===== config.mk =====
export PLATFORM = sky130hd
export DESIGN_NAME = reg_scoreboard
export DESIGN_NICKNAME = d
export VERILOG_FILES = /design/src/rtl/reg_scoreboard.sv
export SDC_FILE = /design/constraint.sdc
export NUM_CORES = 1
export LEC_CHECK = 0
export ABC_CLOCK_PERIOD_IN_PS = 3300
export CAP_MARGIN = 20
export CORE_ASPECT_RATIO = 1.2
export CORE_UTILIZATION = 54
export DETAILED_ROUTE_END_ITERATION = 10
export PLACE_DENSITY = 0.84
export SKIP_CTS_REPAIR_TIMING = 1
export SYNTH_ARGS = -nofsm -noshare
export SYNTH_HDL_FRONTEND = slang
export SYNTH_SLANG_ARGS = --single-unit

===== constraint.sdc =====
create_clock -name clk -period 3.3 [get_ports clk]
set_input_delay 0.33 -clock clk [delete_from_list [all_inputs] [get_ports clk]]
set_output_delay 0.33 -clock clk [all_outputs]
set_load 0.01 [all_outputs]

===== src/rtl/reg_scoreboard.sv =====
// rtl/reg_scoreboard.sv - per-register write-pending scoreboard with RAW stall for LC-3b decode
module reg_scoreboard #(
    parameter int CNT_W = 2
) (
    input  logic       clk,
    input  logic       reset,
    input  logic       dec_valid,
    input  logic       dec_advance,
    input  logic       produces_dr,
    input  logic       need_sr1,
    input  logic       need_sr2,
    input  logic       need_Hsr,
    input  logic [2:0] dec_dr,
    input  logic [2:0] dec_sr1,
    input  logic [2:0] dec_sr2,
    input  logic       wb_valid,
    input  logic [2:0] wb_dr,
    input  logic       flush,
    output logic       stall,
    output logic       issue,
    output logic [7:0] pending_mask,
    output logic       sb_err
);

    localparam logic [CNT_W-1:0] CNT_MAX = '1;

    logic [CNT_W-1:0] pend      [8];
    logic [CNT_W-1:0] pend_next [8];
    logic [7:0]       mask_next;
    logic [7:0]       inc_vec;
    logic [7:0]       dec_vec;
    logic             hazard;
    logic             underflow;

    // Hazard against registered counts only; a same-cycle retire is not bypassed.
    always_comb begin
        hazard = dec_valid & (
                   (need_sr1    & (pend[dec_sr1] != '0)) |
                   (need_sr2    & (pend[dec_sr2] != '0)) |
                   (need_Hsr    & (pend[dec_dr]  != '0)) |
                   (produces_dr & (pend[dec_dr]  == CNT_MAX)));
        stall  = hazard;
        issue  = dec_valid & dec_advance & ~hazard & ~flush;
    end

    // Next counter values: flush wins, same-register issue+retire nets to zero.
    always_comb begin
        underflow = 1'b0;
        inc_vec   = '0;
        dec_vec   = '0;
        mask_next = '0;
        for (int i = 0; i < 8; i++) begin
            inc_vec[i]   = issue & produces_dr & (dec_dr == 3'(i));
            dec_vec[i]   = wb_valid & (wb_dr == 3'(i));
            pend_next[i] = pend[i];
            if (flush) begin
                pend_next[i] = '0;
            end else if (inc_vec[i] & ~dec_vec[i]) begin
                pend_next[i] = pend[i] + CNT_W'(1);
            end else if (dec_vec[i] & ~inc_vec[i]) begin
                if (pend[i] == '0) begin
                    underflow = 1'b1;
                end else begin
                    pend_next[i] = pend[i] - CNT_W'(1);
                end
            end
            mask_next[i] = (pend_next[i] != '0);
        end
    end

    // Counter, mask and sticky error registers.
    always_ff @(posedge clk) begin
        if (reset) begin
            for (int i = 0; i < 8; i++) begin
                pend[i] <= '0;
            end
            pending_mask <= '0;
            sb_err       <= 1'b0;
        end else begin
            pend         <= pend_next;
            pending_mask <= mask_next;
            if (underflow) begin
                sb_err <= 1'b1;
            end
        end
    end

endmodule


* Yosys cells after proc, flatten, opt, wreduce, memory -nomap -nowiden
Index checks and enable logic that the tools add are counted. Widths: inputs -> output; s select.
Storage, ports and cells: logic and storage cells 203, memories 0, bits in latches 0, bits in read-only memories 0, output and inout port bits 11, bits of input ports 22, register bits after elaboration 25, bits in writable memories 0
Cells by class: $add $sub $neg 16, reduce and logical (&&, ||, !) cells 21, shift-type cells 0, divide/modulo/power cells 0, $lt $le $gt $ge 3, multipliers 0, mux-type cells 73, equality and inequality tests 15, bitwise operators 65
Operator list (count):
- $mux 2 | 38
- $and 1x1->1 | 41
- $mux 1 | 32
- $eq 3x3->1 const B | 8
- $reduce_bool 2->1 | 11
- $bmux 2 s3 | 3
- $not 1->1 | 18
- $add 2x1->2 const B | 8
- $logic_not 2->1 | 8
- $sub 2x1->2 const B | 8
- $eq 3x2->1 const B | 4
- $ge 4x4->1 const B | 3
- $not 3->4 | 3
- $eq 3x1->1 const B | 2
- $logic_not 3->1 | 2
- $or 1x1->1 | 3
- $eq 2x2->1 const B | 1

* Longest topological paths before layout
word-level depth 48, depth in mapped cells 11, mapped depth without buffers 9

* Least setup slack after synthesis
OpenSTA, ideal clock, no wires.
path kind input to register, start input port dec_dr[0], end register pending_mask[6], stages on the path 10, buffers on the path 2, path slack 331 ps, arrival 2847 ps, required time 3178 ps, library setup time 122 ps, path through buf_2 > mux4_2 > mux2_2 > nand3_1 > nand4_1 > buf_2 > or4_1 > nor3_1 > nor2_1 > a311o_1
On the way: word-level cells in the longest chain between the ends 20, elaborated cells on any way between the ends 24, those cells by class eq/ne (2); mux (6); bitwise (14); reduce/logical (2)
RTL lines:
- start, declared | RTL line 13 | input logic [2:0] dec_dr,
- $not 3->4 (not written as such) | RTL line 40, 41
- $bmux 2 s3 | RTL line 40, 41
- $mux 2 (not written as such) (2 in a row) | RTL line 40, 41
- $reduce_bool 2->1 | RTL line 40 | (need_Hsr & (pend[dec_dr] != '0)) |
- $and 1x1->1 | RTL line 40
- $or 1x1->1 | RTL line 39 | (need_sr2 & (pend[dec_sr2] != '0)) |
- $or 1x1->1 | RTL line 40
- $and 1x1->1 | RTL line 37 | hazard = dec_valid & (
- (+3 left out)
- $and 1x1->1 | RTL line 53 | inc_vec[i] = issue & produces_dr & (dec_dr == 3'(i));
- $and 1x1->1 * | RTL line 53
- $not 1->1 | RTL line 60 | end else if (dec_vec[i] & ~inc_vec[i]) begin
- $and 1x1->1 | RTL line 60
- $mux 2 | RTL line 60
- $mux 2 * | RTL line 58 | end else if (inc_vec[i] & ~dec_vec[i]) begin
- $mux 2 * | RTL line 56 | if (flush) begin
- $reduce_bool 2->1 * | RTL line 67 | mask_next[i] = (pend_next[i] != '0);
- end signal, assigned | RTL line 81 | pending_mask <= mask_next;
- end, declared | RTL line 21 | output logic [7:0] pending_mask,
Mark *: on every way between the ends. The rest lies on a longest branch, timed or not. The select of a mux whose other input is x is not followed. A chain may end at the register's enable or synchronous reset.

* Final worst setup path
start input port dec_dr[0], end output port stall
On the way: word-level cells in the longest chain between the ends 9, elaborated cells on any way between the ends 11, those cells by class eq/ne (1); mux (3); bitwise (6); reduce/logical (1)
RTL lines:
- $not 3->4 (not written as such) * | RTL line 40, 41
- $bmux 2 s3 * | RTL line 40, 41
- $mux 2 (not written as such) * (2 in a row) | RTL line 40, 41
- $reduce_bool 2->1 | RTL line 40
- $and 1x1->1 | RTL line 40
- $or 1x1->1 | RTL line 39
- $or 1x1->1 * | RTL line 40
- $and 1x1->1 * | RTL line 37
- end, declared | RTL line 19 | output logic stall,
Marks and branches as above.

==> metrics.yaml <==
p_sw_frac: 0.281
drt-wirelength-per-cell_um: 16.8
cts_buffers: 3
area_delta_synth_final_pct: 30.8
grt_max_degree: 16
r2r_slack_ns: 0.39
place_congestion: 0.942
grt_pass1_wl_um: 9660
antenna_found_initial: 0
path_class: "in2out"
syn_inst: 262
power.static_leakage_uw: 0.00108
yosysSeqAreaShare: 0.233
synth.area.top_cells: "dfxtp_1 23%, ha_1 14%, nand2_1 4.4%, mux4_2 4.2%, nor2_1 4.0%"
synth_top_area_cell: "dfxtp_1"
maxSlewViolCount: 0
dieArea_sq_um: 4240
cp.arrival_ns: 2.89
drtIter0Drc: 158
ys.flop_type: "dfxtp_1"
rows: 24
cp-startpoint: "dec_dr[0]"
power.total_uw: 647
path_cells: "clkdlybuf4s50_1 -> buf_4 -> mux4_2 -> mux2_2 -> nand3_1 -> nand4_1 -> buf_4 -> o21a_1 -> clkdlybuf4s50_1"
postSynth.asyncResetShare: 0
grt_overflow_total: 0
drc: 0
synth_cell_types: 53
reg2reg_from: "pend[0]"
clk-insertion-delay-late_ns: 0.28
synth_nets: 308
hpwl_um: 4630
synth_warnings: 0
clockPowerShare: 0.289
cts_root_buf: "clkbuf_8"
timing.final.crit_share: 0.975
cts_sinks: 25
die_x_um: 59.6
hp-start: "sb_err"
most-common-layout-cells: "32 x buf_4, 31 x clkdlybuf4s50_1, 25 x dfxtp_1"
slowest_stage: "mux4_2"
slew_headroom: 0.374
synth_area_sq_um: 2150
internal-power_uw: 465
skew_ns: 0.00766
holdWs_ns: 0.518
nNetsFinal: 368
whs_endpoint: "sb_err"
portBuffers: 32
final_cell_area_sq_um: 2810
antenna_cells: 0
layout-drive-gt1-share: 0.187
fin_crit_ns: 3.22
fmax_mhz: 311
layout_commonest_cell: "buf_4"
crit_required_ns: 2.97
seq_power_share: 0.474
h-tree-depth: 1
cts_tree: "built"
status: "completed"
ios: 33
grt_pass1_vias: 2195
wirelength_um: 6250
first_pass_iters: 4
p_sw_uw: 182
core-area_sq_um: 3720
max_cap_violations: 0
start_util: 0.578
cts.reportedPaths.clkPinSlew_ns: 0.08
synth-seq-cells: 25
rr_worst_depth: 7
routed_via_density: 6.18
rsz0062_at_grt: "yes"
worstHoldPathCells: 2
place_area_sq_um: 2730
comb_power_share: 0.237
tns_ns: 0
dieHeight_um: 71.1
crit_buf_inv: 4
critPathMaxFanout: 5
cp-start-kind: "input pin"
avgSynthCellArea_sq_um: 8.21
ant_nets: 0
end_kind: "output pin"
power.density_nw_per_um2: 230
final_hold_viol_count: 0
clockBufferDepth: 2
crit_family: "buffers and inverters"
critPathMaxStageDelay_ns: 0.52
setup_viol: 0
synth_edf_count: 0
dr_total_vias: 2304
track_usage: 0.299
max-vdd-ir-drop_uv: 159
synth_top_area_share: 0.233
reg2reg_to: "sb_err"
worst_slew_pin_slew_ns: 0.936
min_path_type: "reg2reg"
## layout make-up
type / count / area, sq um
multi-input combinational: 208 / 1560
fill: 302 / 911
timing repair buffer: 64 / 563
sequential: 25 / 500
inverter: 20 / 75.1
tap: 52 / 65.1
clock buffer: 4 / 45.0
## routing by layer
metal,track usage,part of all wire,routed length [um],up-vias
met5,0,0,0,-
met4,0.137,0.036,223,0
met3,0.0293,0.061,381,21
met2,0.508,0.49,3070,102
met1,0.374,0.41,2580,1089
li1,-,-,-,1092
## stage by stage
stage / instances / setup WS [ns] / util
final: 373 / 0.0831 / 0.755
after global routing: 373 / -0.0116 / 0.755
after CTS: 371 / -0.217 / 0.744
after detailed placement: 367 / -0.184 / 0.732
after global placement: 367 / -0.0983 / 0.732
after floorplan: 262 / 0.331 / -
## cell families (layout without fill, tap and decap cells)
family          count (synthesis)  count (layout)  share of synthesized area
simple gates                  120             120                      0.320
compound gates                 53              53                      0.183
buf+inv                        29              88                     0.0518
flops                          25              25                      0.233
fa+ha+maj                      24              24                      0.140
mux                             7               7                     0.0570
xor+xnor                        4               4                     0.0163
## worst max-delay path by stage
stage,endpoint,slack [ns],cells past startpoint
6_report,stall,0.08,9
5_1_grt,pending_mask[3],-0.01,10
4_1_cts,issue,-0.22,10
3_5_place_dp,issue,-0.18,10
3_3_place_gp,issue,-0.1,10
2_1_floorplan,pending_mask[6],0.33,10
## worst register-to-register path, stage by stage (launching register included)
cell	delay, ns
dfxtp_1	0.39
mux4_2	0.51
mux2_2	0.29
o21a_1	0.23
or4b_2	0.66
o21a_1	0.21
a221oi_1	0.35
a221oi_1	0.13
## power by group through the flow
stage | logic (uW) | clock network (uW) | registers, uW
after detailed placement | 145 | 0 | 313
final | 153 | 187 | 306
after floorplan | 69.6 | 0 | 314
after CTS | 146 | 186 | 306
after global placement | 143 | 0 | 313
after global routing | 162 | 201 | 307
## cells in the mapped netlist, drive strengths merged (3+ instances only)
library cell,count
nand3b,8
o211ai,3
nor4b,4
nor4,6
xnor2,3
o21a,4
a221oi,5
inv,20
ha,24
nor2,23
o21ai,7
nand2b,4
nor3,17
clkbuf,7
or2,6
nand4,5
o311ai,3
or4b,3
mux4,4
dfxtp,25
o21bai,4
nand2,25
a31oi,9
nand3,4
## flip-flops by register name (all words and copies together), names as in the netlist
name and count:
pending_mask 8, pend 16, sb_err 1
Power figures use the tool's default switching activity.
